File: config.mk
export PLATFORM = sky130hd
export DESIGN_NAME = pipelined_adder
export DESIGN_NICKNAME = d
export VERILOG_FILES = /design/src/rtl/pipelined_adder_pkg.sv /design/src/rtl/adder_stage.sv /design/src/rtl/pipelined_adder.sv
export SDC_FILE = /design/constraint.sdc
export NUM_CORES = 1
export LEC_CHECK = 0
export ABC_AREA = 1
export CORE_MARGIN = 2
export CORE_UTILIZATION = 48
export CTS_CLUSTER_DIAMETER = 60
export DETAILED_ROUTE_END_ITERATION = 8
export PLACE_DENSITY = 0.78
export SYNTH_ARGS = -nofsm -noshare
export SYNTH_HDL_FRONTEND = slang
export SYNTH_SLANG_ARGS = --single-unit
File: constraint.sdc
create_clock -name clk -period 1.62 [get_ports clk]
set_clock_uncertainty 0.05 [all_clocks]
set_input_delay 0.405 -clock clk [delete_from_list [all_inputs] [get_ports clk]]
set_output_delay 0.405 -clock clk [all_outputs]
set_load 0.02 [all_outputs]
File: src/rtl/pipelined_adder_pkg.sv
// Shared helpers for the pipelined adder tree: log2 of the operand count, the
// per-level sum width, and the layout of the flattened level bus.
package pipelined_adder_pkg;

  // Integer log2 for power-of-two operand counts.
  function automatic int log2(input int n);
    int r;
    int v;
    r = 0;
    v = n;
    while (v > 1) begin
      v = v >> 1;
      r++;
    end
    return r;
  endfunction

  // Each level widens the sums by exactly one bit.
  function automatic int stage_width(input int width, input int s);
    return width + s;
  endfunction

  // Total bits held at level s: N/2^s sums of width WIDTH+s.
  function automatic int level_bits(input int width, input int n, input int s);
    return (n >> s) * stage_width(width, s);
  endfunction

  // Levels are packed back to back in one bus, level 0 (the operands) first.
  function automatic int level_offset(input int width, input int n, input int s);
    int off;
    off = 0;
    for (int j = 0; j < s; j++) begin
      off += level_bits(width, n, j);
    end
    return off;
  endfunction

endpackage

File: src/rtl/adder_stage.sv
// One registered level of the adder tree: PAIRS pair sums, one bit wider than
// the inputs. Define PIPELINED_ADDER_SIGNED_EN for two's complement operands.
module adder_stage
  import pipelined_adder_pkg::*;
#(
  parameter int PAIRS    = 2,
  parameter int IN_WIDTH = 4,
  localparam int OUT_W   = stage_width(IN_WIDTH, 1)
) (
  input  logic                     clk,
  input  logic                     rst,
  input  logic [2*PAIRS*IN_WIDTH-1:0] in_data,
  input  logic                     in_valid,
  output logic                     in_ready,
  output logic [PAIRS*OUT_W-1:0]   out_data,
  output logic                     out_valid,
  input  logic                     out_ready
);

  logic [PAIRS*OUT_W-1:0] sums;

  function automatic logic [OUT_W-1:0] extend(input logic [IN_WIDTH-1:0] v);
`ifdef PIPELINED_ADDER_SIGNED_EN
    return {v[IN_WIDTH-1], v};
`else
    return {1'b0, v};
`endif
  endfunction

  // The level can take a new beat when it is empty or its content leaves now.
  assign in_ready = !out_valid || out_ready;

  // NOTE: default the whole vector before the loop so no bit is left unassigned on any path (no latch).
  always_comb begin
    sums = '0;
    for (int p = 0; p < PAIRS; p++) begin
      sums[p*OUT_W +: OUT_W] = extend(in_data[(2*p)*IN_WIDTH +: IN_WIDTH])
                             + extend(in_data[(2*p+1)*IN_WIDTH +: IN_WIDTH]);
    end
  end

  // NOTE: state updates use non-blocking assignments so every level samples its upstream pre-edge value.
  always_ff @(posedge clk or posedge rst) begin
    if (rst) begin
      // NOTE: the data registers are reset too, since out_data must read 0 after reset.
      out_valid <= 1'b0;
      out_data  <= '0;
    end else if (in_ready) begin
      out_valid <= in_valid;
      if (in_valid) begin
        out_data <= sums;
      end
    end
  end

endmodule

File: src/rtl/pipelined_adder.sv
// Valid/ready pipelined adder tree: log2(N_INPUTS) registered levels summing
// N_INPUTS operands. Define PIPELINED_ADDER_SIGNED_EN for signed arithmetic.
module pipelined_adder
  import pipelined_adder_pkg::*;
#(
  parameter int WIDTH     = 4,
  parameter int N_INPUTS  = 4,
  localparam int STAGES   = log2(N_INPUTS),
  localparam int OUT_WIDTH = stage_width(WIDTH, STAGES)
) (
  input  logic                        clk,
  input  logic                        rst,
  input  logic [N_INPUTS*WIDTH-1:0]   in_data,
  input  logic                        in_valid,
  output logic                        in_ready,
  output logic [OUT_WIDTH-1:0]        out_data,
  output logic                        out_valid,
  input  logic                        out_ready
);

  localparam int BUS_BITS = level_offset(WIDTH, N_INPUTS, STAGES + 1);

  logic [BUS_BITS-1:0] level_bus;
  logic [STAGES:0]     valid;
  logic [STAGES:0]     ready;

  assign level_bus[0 +: N_INPUTS*WIDTH] = in_data;
  assign valid[0]      = in_valid;
  assign in_ready      = ready[0];
  assign ready[STAGES] = out_ready;
  assign out_valid     = valid[STAGES];
  assign out_data      = level_bus[level_offset(WIDTH, N_INPUTS, STAGES) +: OUT_WIDTH];

  for (genvar s = 1; s <= STAGES; s++) begin : gen_level
    localparam int IN_OFF  = level_offset(WIDTH, N_INPUTS, s - 1);
    localparam int IN_BITS = level_bits(WIDTH, N_INPUTS, s - 1);
    localparam int OUT_OFF = level_offset(WIDTH, N_INPUTS, s);
    localparam int OUT_BITS = level_bits(WIDTH, N_INPUTS, s);

    adder_stage #(
      .PAIRS    (N_INPUTS >> s),
      .IN_WIDTH (stage_width(WIDTH, s - 1))
    ) u_stage (
      .clk       (clk),
      .rst       (rst),
      .in_data   (level_bus[IN_OFF +: IN_BITS]),
      .in_valid  (valid[s-1]),
      .in_ready  (ready[s-1]),
      .out_data  (level_bus[OUT_OFF +: OUT_BITS]),
      .out_valid (valid[s]),
      .out_ready (ready[s])
    );
  end

endmodule

# After elaboration in Yosys (flattened, before gate mapping)
# Index checks and enable logic that the tools add are counted.
# classes
addsub,3
n_mul,0
div_mod_pow,0
order_cmp,0
n_eq_ne,0
n_shift,0
n_mux,0
bitwise,0
n_reduce_logical,6
# op_table
op,count
adder 4 x 4 -> 5 bit,2
adder 5 x 5 -> 6 bit,1
AND reduction 2 bit,2
zero test 1 bit,2
logical OR 1 bit,2
# word_totals
ff_bits,18
latchBits,0
mem_bits_rw,0
romBits,0
input_bits,20
wordCells,13
mem_count,0

# Depth between registers and ports, before layout
# Gate-level depths: netlist (run 1).
# depth
depth_word,4
ltp_mapped,8
depth_no_buf,8

# By module
# From an unflattened synthesis (run 1), not the netlist that was laid out.
# hier_totals
cells_unflattened,147
area_unflattened_um2,1229.9
# modules_own_cells
mod,n_inst,cells_each,area_each_um2,seq_area_each_um2
adder_stage (gen_level[1].u_stage),1,88,760.7,275.3
adder_stage (gen_level[2].u_stage),1,59,469.2,175.2

# Least setup slack after synthesis (run 1)
# Ideal clock, no wire load.
# synth_path
path_type,register to register
from,register gen_level[1].u_stage.out_data[0]
to,register gen_level[2].u_stage.out_data[4]
setup_time_ns,0.117
t_arrival_ns,1.278
setup_slack_ns,0.174
stages_incl_launch_ff,9
synth_period_minus_slack_ns,1.446
cell_sequence,dfrtp_1 ha_1 fa_1 nand2_1 nand2_1 nand2_1 nand2_1 nand3_1 nand2_1
# synth_via
elab_chain_len,1
# synth_lines
item,line,text
"start, declared",adder_stage.sv:15,"output logic [PAIRS*OUT_W-1:0] out_data,"
"start signal, assigned",adder_stage.sv:51,out_data <= sums;
adder 5 x 5 -> 6 bit,adder_stage.sv:38,+ extend(in_data[(2*p+1)*IN_WIDTH +: IN_WIDTH]);
"end signal, assigned",adder_stage.sv:51,
"end, declared",adder_stage.sv:15,
# No other way between the ends.
# A chain may end at the register's enable or synchronous reset.

# Worst setup path after layout (run 1)
# layout_path
from,input port in_data[12]
to,register gen_level[1].u_stage.out_data[9]
# layout_via
elab_chain_len,1
# layout_lines
item,line,text
"start, declared",pipelined_adder.sv:13,"input logic [N_INPUTS*WIDTH-1:0] in_data,"
adder 4 x 4 -> 5 bit,adder_stage.sv:38,
# No other way between the ends.

==> results of run 1 <==
## through the flow
step / power, W / instance area, um2 / TNS [ns] / cells
2_1_floorplan: 0.00114 / 1150 / 0 / 141
3_3_place_gp: 0.00142 / 1530 / -2.21 / 206
5_1_grt: 0.00182 / 1580 / -0.0333 / 211
4_1_cts: 0.00168 / 1560 / 0 / 210
6_report: 0.00167 / 1580 / 0 / 211
3_5_place_dp: 0.00146 / 1530 / -2.53 / 206
## cell families (layout without fill, tap and decap cells)
group | count (synthesis) | in the layout | synth area share, %
and+or+nand+nor | 72 | 72 | 26.8
DFF | 18 | 18 | 39.0
buffers and inverters | 20 | 62 | 7.15
adders and majority gates | 16 | 16 | 19.3
xor gates and xnor gates | 3 | 3 | 2.28
AOI/OAI and AO/OA | 12 | 12 | 5.53
## flip-flops by register name, summed over array words and instances (netlist names)
signal                       flops
gen_level.u_stage.out_valid      2
gen_level.u_stage.out_data      16
## worst max-delay path: cells and delay by family
family                     cells  cell delay (ns)
buffers and inverters          2             0.52
adders and majority gates      2             0.53
and+or+nand+nor                1             0.07
AOI/OAI and AO/OA              2             0.24
## placed cells by master (no fill, tap or decap)
cell type	n
xor2_1	2
dfrtp_1	18
ha_1	11
nand2_4	1
inv_1	18
buf_4	13
nand2_1	48
dlygate4sd2_1	7
a21oi_2	1
ha_2	2
nand3_1	12
o21ai_2	2
nand3_2	1
xnor2_1	1
o21ai_0	3
inv_2	1
or2_2	2
nand2_2	2
fa_2	3
nor2_1	6
clkdlybuf4s50_1	19
clkbuf_4	3
a21oi_1	4
o21ai_1	2
clkbuf_8	1
## final cells by class
| type | instances | area, um2 |
|---|---|---|
| Clock buffer | 4 | 36.3 |
| Fill cell | 176 | 649 |
| Inverter | 19 | 71.3 |
| Multi-Input combinational cell | 103 | 642 |
| Sequential cell | 18 | 450 |
| Tap cell | 28 | 35.0 |
| Timing Repair Buffer | 39 | 349 |
## metal layers
metal  vias up  wire length [um]
met2        26              1240
met3         5               102
li1        533                 -
met5         -                 0
met1       448               844
met4         0                48
## power groups by stage
stage	clock, W	sequential (W)	combinational [W]
5_1_grt	0.000297	0.000670	0.000854
3_5_place_dp	0	0.000670	0.000789
6_report	0.000278	0.000655	0.000741
2_1_floorplan	0	0.000749	0.000386
3_3_place_gp	0	0.000661	0.000761
4_1_cts	0.000281	0.000657	0.000741
## how the worst max path moves through the flow
| stage | from | endpoint | slack [ns] | depth (start not counted) |
|---|---|---|---|---|
| floorplan | gen_level[1].u_stage.out_data[0]$_DFFE_PP0P_ | gen_level[2].u_stage.out_data[4]$_DFFE_PP0P_ | 0.17 | 8 |
| global route | in_data[12] | gen_level[1].u_stage.out_data[9]$_DFFE_PP0P_ | -0.03 | 7 |
| detailed placement | in_data[8] | gen_level[1].u_stage.out_data[9]$_DFFE_PP0P_ | -0.41 | 7 |
| CTS | in_data[8] | gen_level[1].u_stage.out_data[9]$_DFFE_PP0P_ | 0.01 | 7 |
| finish | in_data[12] | gen_level[1].u_stage.out_data[9]$_DFFE_PP0P_ | 0.03 | 7 |
| global placement | out_ready | in_ready | -0.40 | 4 |
## timing repair
item,in CTS,in global routing
pin swaps,0,3
resized for setup,15,8
setup buffers,0,1
endpoints found under the setup margin,11,7
==> impl_metrics.tcl, run 1 <==
set metrics [dict create \
    cts.clk_slew.worst_paths_ns 0.10 \
    htreeDepth 1 \
    core_um2 2230 \
    crit_type "input pin to register" \
    utilization_pct 70.9 \
    crit_path_end_kind "register" \
    synth.most_common_cell "nand2_1" \
    leakage_nw 0.839 \
    vias 1012 \
    die_x_um 53.1 \
    required_ns 1.81 \
    synthesis.nets 177 \
    cts_tree "done" \
    numPortBuffers 27 \
    row_count 17 \
    fin_crit_ns 1.59 \
    synth_area_um2 1150 \
    finalNetCount 220 \
    cts_root_buf "clkbuf_4" \
    holdBufCountCts 0 \
    status "complete, no violations" \
    holdWs_ns 0.362 \
    syn_area_per_cell_um2 8.19 \
    synth_top_cells_by_count "nand2_1, inv_1, dfrtp_1" \
    pin_count 28 \
    avgViaCountPerCell 4.80 \
    r2r_end "gen_level[2].u_stage.out_data[4]$_DFFE_PP0P_" \
    drcViolationCount 0 \
    worst_pin_slew_ns 0.219 \
    die_area_um2 2810 \
    cap_violations 0 \
    cts_buffers 3 \
    rrSetupSlack_ns 0.12 \
    synth.distinct_cells 17 \
    powerDensity_nw_per_um2 1060 \
    max_stage_delay_ns 0.47 \
    clk-insertion-delay-late_ns 0.30 \
    reg2reg_depth 8 \
    wl_per_cell_um 10.6 \
    crit_path_start_kind "input pin" \
    ys.flop_type "dfrtp_1" \
    antenna_found_initial 0 \
    vdd_drop_max_mv 0.577 \
    r2r-start "gen_level[1].u_stage.out_data[0]$_DFFE_PP0P_" \
    hold_viol 0 \
    hpwl_um 1890 \
    yosys_warnings 0 \
    critPathMaxFanout 2 \
    rsz0062_at_grt "true" \
    synth-edff-count 0 \
    antenna_left 0 \
    worst_path_max_delay_cell "clkdlybuf4s50_1" \
    synth_top_area_share_pct 39.0 \
    seq_power_share_pct 39.1 \
    async_flop_share_pct 100 \
    p_clk_share_pct 16.6 \
    synth_area_leaders "dfrtp_1, nand2_1, ha_1, inv_1, fa_1" \
    grt_overflow 0 \
    clock.fmax_mhz 631 \
    yosysSeqAreaShare_pct 39.0 \
    grt_max_degree 19 \
    start_util_pct 51.7 \
    setup_violations 0 \
    drt-initial-drc-count 17 \
    intPower_w 0.00105 \
    path_cells "clkdlybuf4s50_1 > ha_2 > inv_1 > fa_2 > o21ai_2 > nand2_1 > a21oi_2" \
    place_congestion 0.774 \
    grtUsageTotal_pct 20.0 \
    insertedDiodeCount 0 \
    grt_pass1_wl_um 3990 \
    critical_path_arrival_ns 1.77 \
    routed_wl_um 2230 \
    pre_cts_ws_ns -0.412 \
    synth_cells 141 \
    synth_seq_cells 18 \
    drive_gt1_share_pct 17.5 \
    use_met3_pct 2.54 \
    pwr-share-comb_pct 44.3 \
    max_slew_margin_pct 85.4 \
    grt_pass1_vias 998 \
    clock-sinks 18 \
    switching_share_pct 37.4 \
    fin_crit_sh_pct 97.9 \
    hold_path.class "input pin to asynchronous set/reset pin" \
    cts_buffer_depth 2 \
    use_met2_pct 39.8 \
    yosysTopAreaCell "dfrtp_1" \
    drt_pass1_iterations 4 \
    fin_ws_ns 0.0341 \
    drv_slew 0 \
    syn2layout_area_growth_pct 37.2 \
    grt_busiest_layer "met2" \
    die_h_um 53.1 \
    grt_util_met1_pct 20.3 \
    p_sw_w 0.000625 \
]
Power figures use the tool's default switching activity.
==> run 2, diff against run 1 <==
CORE_ASPECT_RATIO = 0.8   (was unset)
==> run 2 against run 1 <==
  * The run now ends with DRC left
  * Clock power down 3%
  * Routed wire length up 5.2%
  * Power up 0.20%
  * Worst hold slack better by 0.0039 ns
  * Cell area up 0.24%
  * Via count up 0.79%
  * Core utilization up 0.77 points
  * Die area about the same
  * Critical path depth down 3
  * Cell count down 2.8%
  * Register-to-register slack about the same
  * Sequential cell count unchanged
  * Critical endpoint is now in_ready
  * Largest cell class unchanged
==> impl_metrics.tcl, run 2 (same netlist as run 1, synthesis figures left out) <==
set metrics [dict create \
    vdd_drop_max_mv 0.357 \
    hold_path.class "input pin to asynchronous set/reset pin" \
    grt_pass1_vias 999 \
    drt-initial-drc-count 42 \
    max_flop_register "gen_level.u_stage.out_data" \
    fin_cells 205 \
    crit_path_start_kind "input pin" \
    syn2layout_area_growth_pct 37.5 \
    cts.clk_slew.worst_paths_ns 0.10 \
    finalPower_w 0.00168 \
    reg.largest.list "gen_level.u_stage.out_data: 16 flops, gen_level.u_stage.out_valid: 2 flops" \
    cap_violations 0 \
    holdBufCountCts 0 \
    pwr-share-comb_pct 44.8 \
    pin_count 28 \
    r2r_end "gen_level[2].u_stage.out_data[4]$_DFFE_PP0P_" \
    clk-insertion-delay-late_ns 0.29 \
    die_x_um 58.8 \
    cts_buffers 3 \
    violations "DRC" \
    drive_gt1_share_pct 17.8 \
    worst_pin_slew_ns 0.219 \
    required_ns 1.16 \
    wl_per_cell_um 11.5 \
    layout_commonest_cell "nand2_1" \
    avgViaCountPerCell 4.98 \
    finalNetCount 217 \
    die_area_um2 2820 \
    rsz0062_at_grt "false" \
    core_um2 2210 \
    drt_pass1_iterations 6 \
    status "finished, violations left" \
    die_h_um 47.9 \
    cts_root_buf "clkbuf_4" \
    p_sw_w 0.000628 \
    startpoint "out_ready" \
    leakage_nw 0.867 \
    fin_crit_sh_pct 96.7 \
    largest_register_ffs 16 \
    routed_wl_um 2350 \
    row_count 15 \
    r2r-start "gen_level[1].u_stage.out_data[0]$_DFFE_PP0P_" \
    hold_viol 0 \
    place_congestion 0.763 \
    antenna_found_initial 0 \
    fin_crit_ns 1.57 \
    clock.fmax_mhz 639 \
    post-place-cells 201 \
    max_slew_margin_pct 85.4 \
    reg2reg_depth 8 \
    crit_type "input pin to output port" \
    htreeDepth 1 \
    fillCellCount 188 \
    hpwl_um 1900 \
    numPortBuffers 27 \
    cts_buffer_depth 2 \
    grtUsageTotal_pct 19.6 \
    grt_overflow 0 \
    powerDensity_nw_per_um2 1060 \
    intPower_w 0.00105 \
    crit_path_end_kind "output port" \
    critical_path_arrival_ns 1.11 \
    p_clk_share_pct 16.1 \
    drv_slew 0 \
    cts_tree "done" \
    seq_power_share_pct 39.1 \
    critPathMaxFanout 2 \
    switching_share_pct 37.5 \
    layout_common_cells "nand2_1, dfrtp_1, inv_1" \
    vias 1020 \
    start_util_pct 52.1 \
    antenna_left 0 \
    insertedDiodeCount 0 \
    grt_pass1_wl_um 4100 \
    holdWs_ns 0.366 \
    setup_violations 0 \
    grt_max_degree 19 \
    drcViolationCount 4 \
    rrSetupSlack_ns 0.11 \
    clock-sinks 18 \
]
run 2: cell types whose count changed in the layout (fill, tap and decap cells not counted), moves of 2 or more:
cell,previous run,this run
dlymetal6s2s_1,0,4
inv_1,18,16
buf_4,13,9
inv_2,1,3
clkdlybuf4s50_1,19,15
run 2: layout make-up:
| type | instances | area [um2] | area share [%] |
|---|---|---|---|
| clock buffers | 4 | 36.3 | 2.29 |
| flip-flops and latches | 18 | 450 | 28.4 |
| repair buffers | 36 | 349 | 22.0 |
| multi-input cells | 103 | 649 | 40.9 |
| well taps | 25 | 31.3 | 1.97 |
| inverters | 19 | 71.3 | 4.49 |
run 2: worst max-delay path, stage by stage:
cell and delay (ns):
clkdlybuf4s50_1 0.47, inv_2 0.04, nand3_2 0.05, buf_4 0.14
run 2: layer usage:
metal / global-route usage, % / vias to the layer above / routed length, um
li1: - / 523 / -
met1: 20.7 / 466 / 947
met2: 39.6 / 27 / 1250
met3: 1.89 / 4 / 117
met4: 10.5 / 0 / 34
met5: 0 / - / 0
run 2: power groups by stage:
stage	Clock [W]	Combinational (W)	Sequential, W
after floorplan	0	0.000386	0.000749
after global placement	0	0.000763	0.000661
after detailed placement	0	0.000794	0.000671
after CTS	0.000281	0.000746	0.000659
after global routing	0.000306	0.000860	0.000675
final	0.000270	0.000751	0.000655
run 2: worst max-delay path by stage:
stage	to	slack, ns	cells after the start
floorplan	gen_level[2].u_stage.out_data[4]$_DFFE_PP0P_	0.17	8
global placement	in_ready	-0.42	4
detailed placement	in_ready	-0.40	4
CTS	gen_level[1].u_stage.out_data[4]$_DFFE_PP0P_	0.007	7
global route	in_ready	0.0007	4
finish	in_ready	0.05	4
run 2: timing repair:
action                     4_1_cts  5_1_grt
gates resized for setup         15       16
setup endpoints to repair       12        6
buffers inserted                 0        0
pin swaps                        0        9
run 2: metrics by stage:
stage          utilization (%)  setup slack [ns]  instance area (um2)  TNS [ns]
3_3_place_gp              68.9            -0.416                 1530     -2.17
2_1_floorplan                -             0.174                 1150         0
3_5_place_dp              68.9            -0.400                 1530     -2.68
6_report                  71.7            0.0540                 1590         0
5_1_grt                   71.7          0.000716                 1590         0
4_1_cts                   70.1           0.00732                 1550         0
==> edit 1: new RTL, flow settings as in run 2 <==
Set the parameter `N_INPUTS` to 8 (it was 4).
--- a/src/rtl/pipelined_adder.sv
+++ b/src/rtl/pipelined_adder.sv
@@ -5,5 +5,5 @@
 #(
   parameter int WIDTH     = 4,
-  parameter int N_INPUTS  = 4,
+  parameter int N_INPUTS  = 8,
   localparam int STAGES   = log2(N_INPUTS),
   localparam int OUT_WIDTH = stage_width(WIDTH, STAGES)
Interface: changed (resized in_data and out_data); port bits go from 28 to 45. The function was not compared with the original's and may differ.
==> edit 1 against run 2 <==
Area after synthesis grew 130%; setup slack lost 0.0068 ns; power grew to 2.7 times the old value; sequential cell count grew 24; wire length grew 110%; final area grew 110%; cell count grew 110%.
==> edit 1: results <==
[logic_synthesis]
synth_seq_area_share = 0.397
synthTopCellsByArea = "dfrtp_1, ha_1, nand2_1"
syn_nets = 383
synth_cell_types = 21
syn_avg_cell_area_um2 = 8.60
postSynth.asyncResetShare = 1.00
yosysWarnings = 0
synth_common_cells = "nand2_1, dfrtp_1, ha_1"
ys.flop_type = "dfrtp_1"

[place]
io_buffers = 44
place_congestion = 0.723
place_area_um2 = 3260
pre_cts_ws_ns = -0.422
dp_hpwl_um = 4000
place_inst = 427

[clock_network]
cts_resized = 18
cts_root_buf = "clkbuf_8"
post_cts_buffers = 0
cts_buffers = 5
cts-htree-levels = 2
clkLatencyLatePin_ns = 0.30
clk_pin_slew_worst_paths_ns = 0.08
clock_tree.buffer_depth = 2

[sta]
max_clock_freq_ghz = 0.636
whs_ns = 0.409
hold_violations = 0
slew_headroom = 0.751

[global_routing]
grt_pass1_wl_um = 9100
grt_max_degree = 43
antenna_found_initial = 0
grt_use_total = 0.186

[status]
status = "completed"

[cells_and_area]
drive_above_1_share = 0.131
layoutNonFillerInstCount = 438
nets = 447
reg.largest.list = "gen_level.u_stage.out_data x39, gen_level.u_stage.out_valid x3"
diodes = 0
fillers = 461

[routing]
viasPerCell = 4.96
drt_iter0_markers = 91
dr.pass1.iters = 4
drt_wl_total_um = 5050

[power_and_ir_drop]
power_leakage_nw = 1.77
switchingPower_mw = 1.76
irDropWorstVdd_mv = 0.496

[critical_path]
reg2regPathDepth = 5
timing.rr.end = "gen_level[2].u_stage.out_data[4]$_DFFE_PP0P_"
path_max_fanout = 2
crit_end = "in_ready"
rr_startpoint = "gen_level[1].u_stage.out_data[0]$_DFFE_PP0P_"
startpoint = "out_ready"
ff2ff_setup_slack_ns = 0.08
cp.arrival_ns = 1.12

[hold_path]
hold_path.class = "input port to asynchronous set/reset pin"
-- edit 1: changes by cell type after synthesis, moves of 4 or more --
cell            run 2  this run
a21oi_1             5        19
buf_2               0         4
dfrtp_1            18        42
fa_1                3         7
ha_1               13        32
inv_1              19        29
nand2_1            48        98
nand3_1            12        18
o21ai_0             6        25
xor2_1              2         9
-- edit 1: worst max-delay path, cell delays in order --
cell             delay [ns]
clkdlybuf4s50_1        0.41
inv_2                  0.08
nand4_4                0.07
buf_6                  0.14
-- edit 1: logic make-up (layout without fill, tap and decap cells) --
| kind of cell | count (synthesis) | after routing | synth area share |
|---|---|---|---|
| and+or+nand+nor | 131 | 131 | 0.205 |
| AOI/OAI and AO/OA | 48 | 48 | 0.0917 |
| DFF | 42 | 42 | 0.397 |
| adders and majority gates | 39 | 39 | 0.204 |
| buffers and inverters | 37 | 102 | 0.0662 |
| xor gates and xnor gates | 11 | 11 | 0.0364 |
-- edit 1: routing by layer --
metal,global-route usage,part of all wire,up-vias
li1,-,-,1125
met1,0.245,0.48,1002
met2,0.304,0.47,38
met3,0.0355,0.037,7
met4,0.0660,0.012,0
met5,0,0,-
-- edit 1: power groups by stage --
| stage | clock [mW] | combinational (mW) | sequential, mW |
|---|---|---|---|
| CTS | 0.714 | 2.05 | 1.63 |
| global placement | 0 | 1.99 | 1.63 |
| finish | 0.694 | 2.12 | 1.64 |
| global route | 0.756 | 2.43 | 1.68 |
| detailed placement | 0 | 2.09 | 1.65 |
| floorplan | 0 | 1.34 | 1.70 |
-- edit 1: layout make-up --
type                       instances  area, um2  area share
multi-input combinational        229       1460       0.429
timing repair buffer              64        612       0.179
sequential                        42       1050       0.308
clock buffer                       7       86.3      0.0253
tap                               65       81.3      0.0238
clock inverter                     1       5.00     0.00147
inverter                          30        113      0.0330
==> edit 2: new RTL, flow settings as in run 2 <==
Made on the original files. Make the reset (`rst`) synchronous in one clocked block.
--- a/src/rtl/adder_stage.sv
+++ b/src/rtl/adder_stage.sv
@@ -41,5 +41,5 @@
 
   // NOTE: state updates use non-blocking assignments so every level samples its upstream pre-edge value.
-  always_ff @(posedge clk or posedge rst) begin
+  always_ff @(posedge clk) begin
     if (rst) begin
       // NOTE: the data registers are reset too, since out_data must read 0 after reset.
Formal check against the unedited RTL: differs if rst is asserted again (counterexample within 4 cycles, from zero or initial values and one cycle with rst high); with rst held inactive, the same outputs for 10 cycles.
==> edit 2 against run 2 <==
Area after synthesis is 1.8% lower; final area is 3.5% lower; maximum frequency is 1.7% lower; wire length is 6.6% higher; sequential share of layout area is 4.8 points lower; sequential cell count stayed put; global-route usage is 0.99 points higher; setup slack worse by 0.026 ns; critical path depth stayed put; non-clock buffer count is 1 higher; core utilization is 2.0 points lower; synthesized cell count is 9.9% higher; largest cell class unchanged; highest routed layer is now met3.
Power is not compared: it rests on default switching activity, and its combinational part moved more than twofold at a synthesized area within 25%.
==> edit 2: results <==
[global_routing]
grt_pass1_vias = 1040
antenna_found_initial = 0
grt_pass1_wl_um = 4280
grtUsageMet1 = 0.230
use_met2 = 0.409
grt_max_degree = 13
grt_use_total = 0.206
met3_usage = 0.0486

[routing]
drt_iter0_markers = 23
wl_met1_um = 1060
top_layer_used = "met3"
post_drt_wl_per_cell_um = 11.5
route.met3.wl_um = 110
dr.pass1.iters = 4
met2_length_um = 1340
viasPerCell = 5.04

[cells_and_area]
multi_input_area_um2 = 673
drive_above_1_share = 0.161
fillers = 186
n_sequential_cell = 18
inv_count = 23
diodes = 0
multi_input_gates = 111
clockNetworkAreaShare = 0.0237
buffer_area_frac = 0.223
nNonClkBuffers = 37
clock_buffers = 4
reg.largest.list = "gen_level.u_stage.out_data x16, gen_level.u_stage.out_valid x2"
seq_area_frac = 0.235
nets = 230

[logic_synthesis]
yosysWarnings = 0
synthTopCellsByArea = "dfxtp_1, ha_1, nor2_1"
synth_cell_types = 20
synth_seq_area_share = 0.318
synth_common_cells = "nor2_1, nand2_1, inv_1"
syn_nets = 191
postSynth.asyncResetShare = 0

[clock_network]
cts_buffers = 3
cts_root_buf = "clkbuf_4"
clkLatencyLatePin_ns = 0.30
post_cts_buffers = 0

[power_and_ir_drop]
p_int_uw = 780
irDropWorstVdd_mv = 0.574

[critical_path]
cp.arrival_ns = 1.14
rr_startpoint = "gen_level[1].u_stage.out_data[0]$_SDFFE_PP0P_"

[hold_path]
hold_path.class = "flop to flop"

[sta]
worst_pin_slew_ns = 0.304

[status]
status = "completed"

[place]
place_congestion = 0.759
dp_hpwl_um = 2080
io_buffers = 27
## edit 2: stage by stage
| stage | setup slack, ns | cells | TNS, ns | total power [mW] | instance area [um2] |
|---|---|---|---|---|---|
| after CTS | 0.0104 | 218 | 0 | 1.12 | 1510 |
| after global placement | -0.397 | 214 | -2.53 | 0.833 | 1490 |
| after detailed placement | -0.422 | 214 | -2.95 | 0.851 | 1490 |
| after floorplan | 0.183 | 155 | 0 | 0.716 | 1130 |
| after global routing | 0.00571 | 218 | 0 | 1.20 | 1530 |
| final | 0.0277 | 218 | 0 | 1.12 | 1530 |
## edit 2: final timing paths
path | slack (ns) | to | depth (start not counted)
worst max register to register | 0.09 | gen_level[2].u_stage.out_data[2]$_SDFFE_PP0P_ | 5
worst min-delay path | 0.43 | gen_level[2].u_stage.out_data[2]$_SDFFE_PP0P_ | 2
worst min register to register | 0.43 | gen_level[2].u_stage.out_data[2]$_SDFFE_PP0P_ | 2
worst max-delay path | 0.03 | in_ready | 4
## edit 2: power by group through the flow
stage | Sequential (mW) | Combinational (mW) | Clock [mW]
global placement | 0.510 | 0.323 | 0
finish | 0.501 | 0.337 | 0.283
detailed placement | 0.512 | 0.339 | 0
CTS | 0.501 | 0.335 | 0.287
floorplan | 0.523 | 0.193 | 0
global route | 0.506 | 0.382 | 0.310
## edit 2: critical path, cell delays in order
cell and delay, ns:
clkdlybuf4s50_1 0.47, inv_2 0.04, nand3_2 0.05, buf_2 0.16
## edit 2: cells by family after synthesis
logic type | share of synthesized area
compound gates | 0.0993
fa+ha+maj | 0.196
flops | 0.318
buf+inv | 0.0993
xor+xnor | 0.0155
simple gates | 0.272
## edit 2: what timing repair did
item,4_1_cts,5_1_grt
pin swaps,0,10
setup endpoints to repair,12,7
gates cloned,0,0
gates resized for setup,13,11
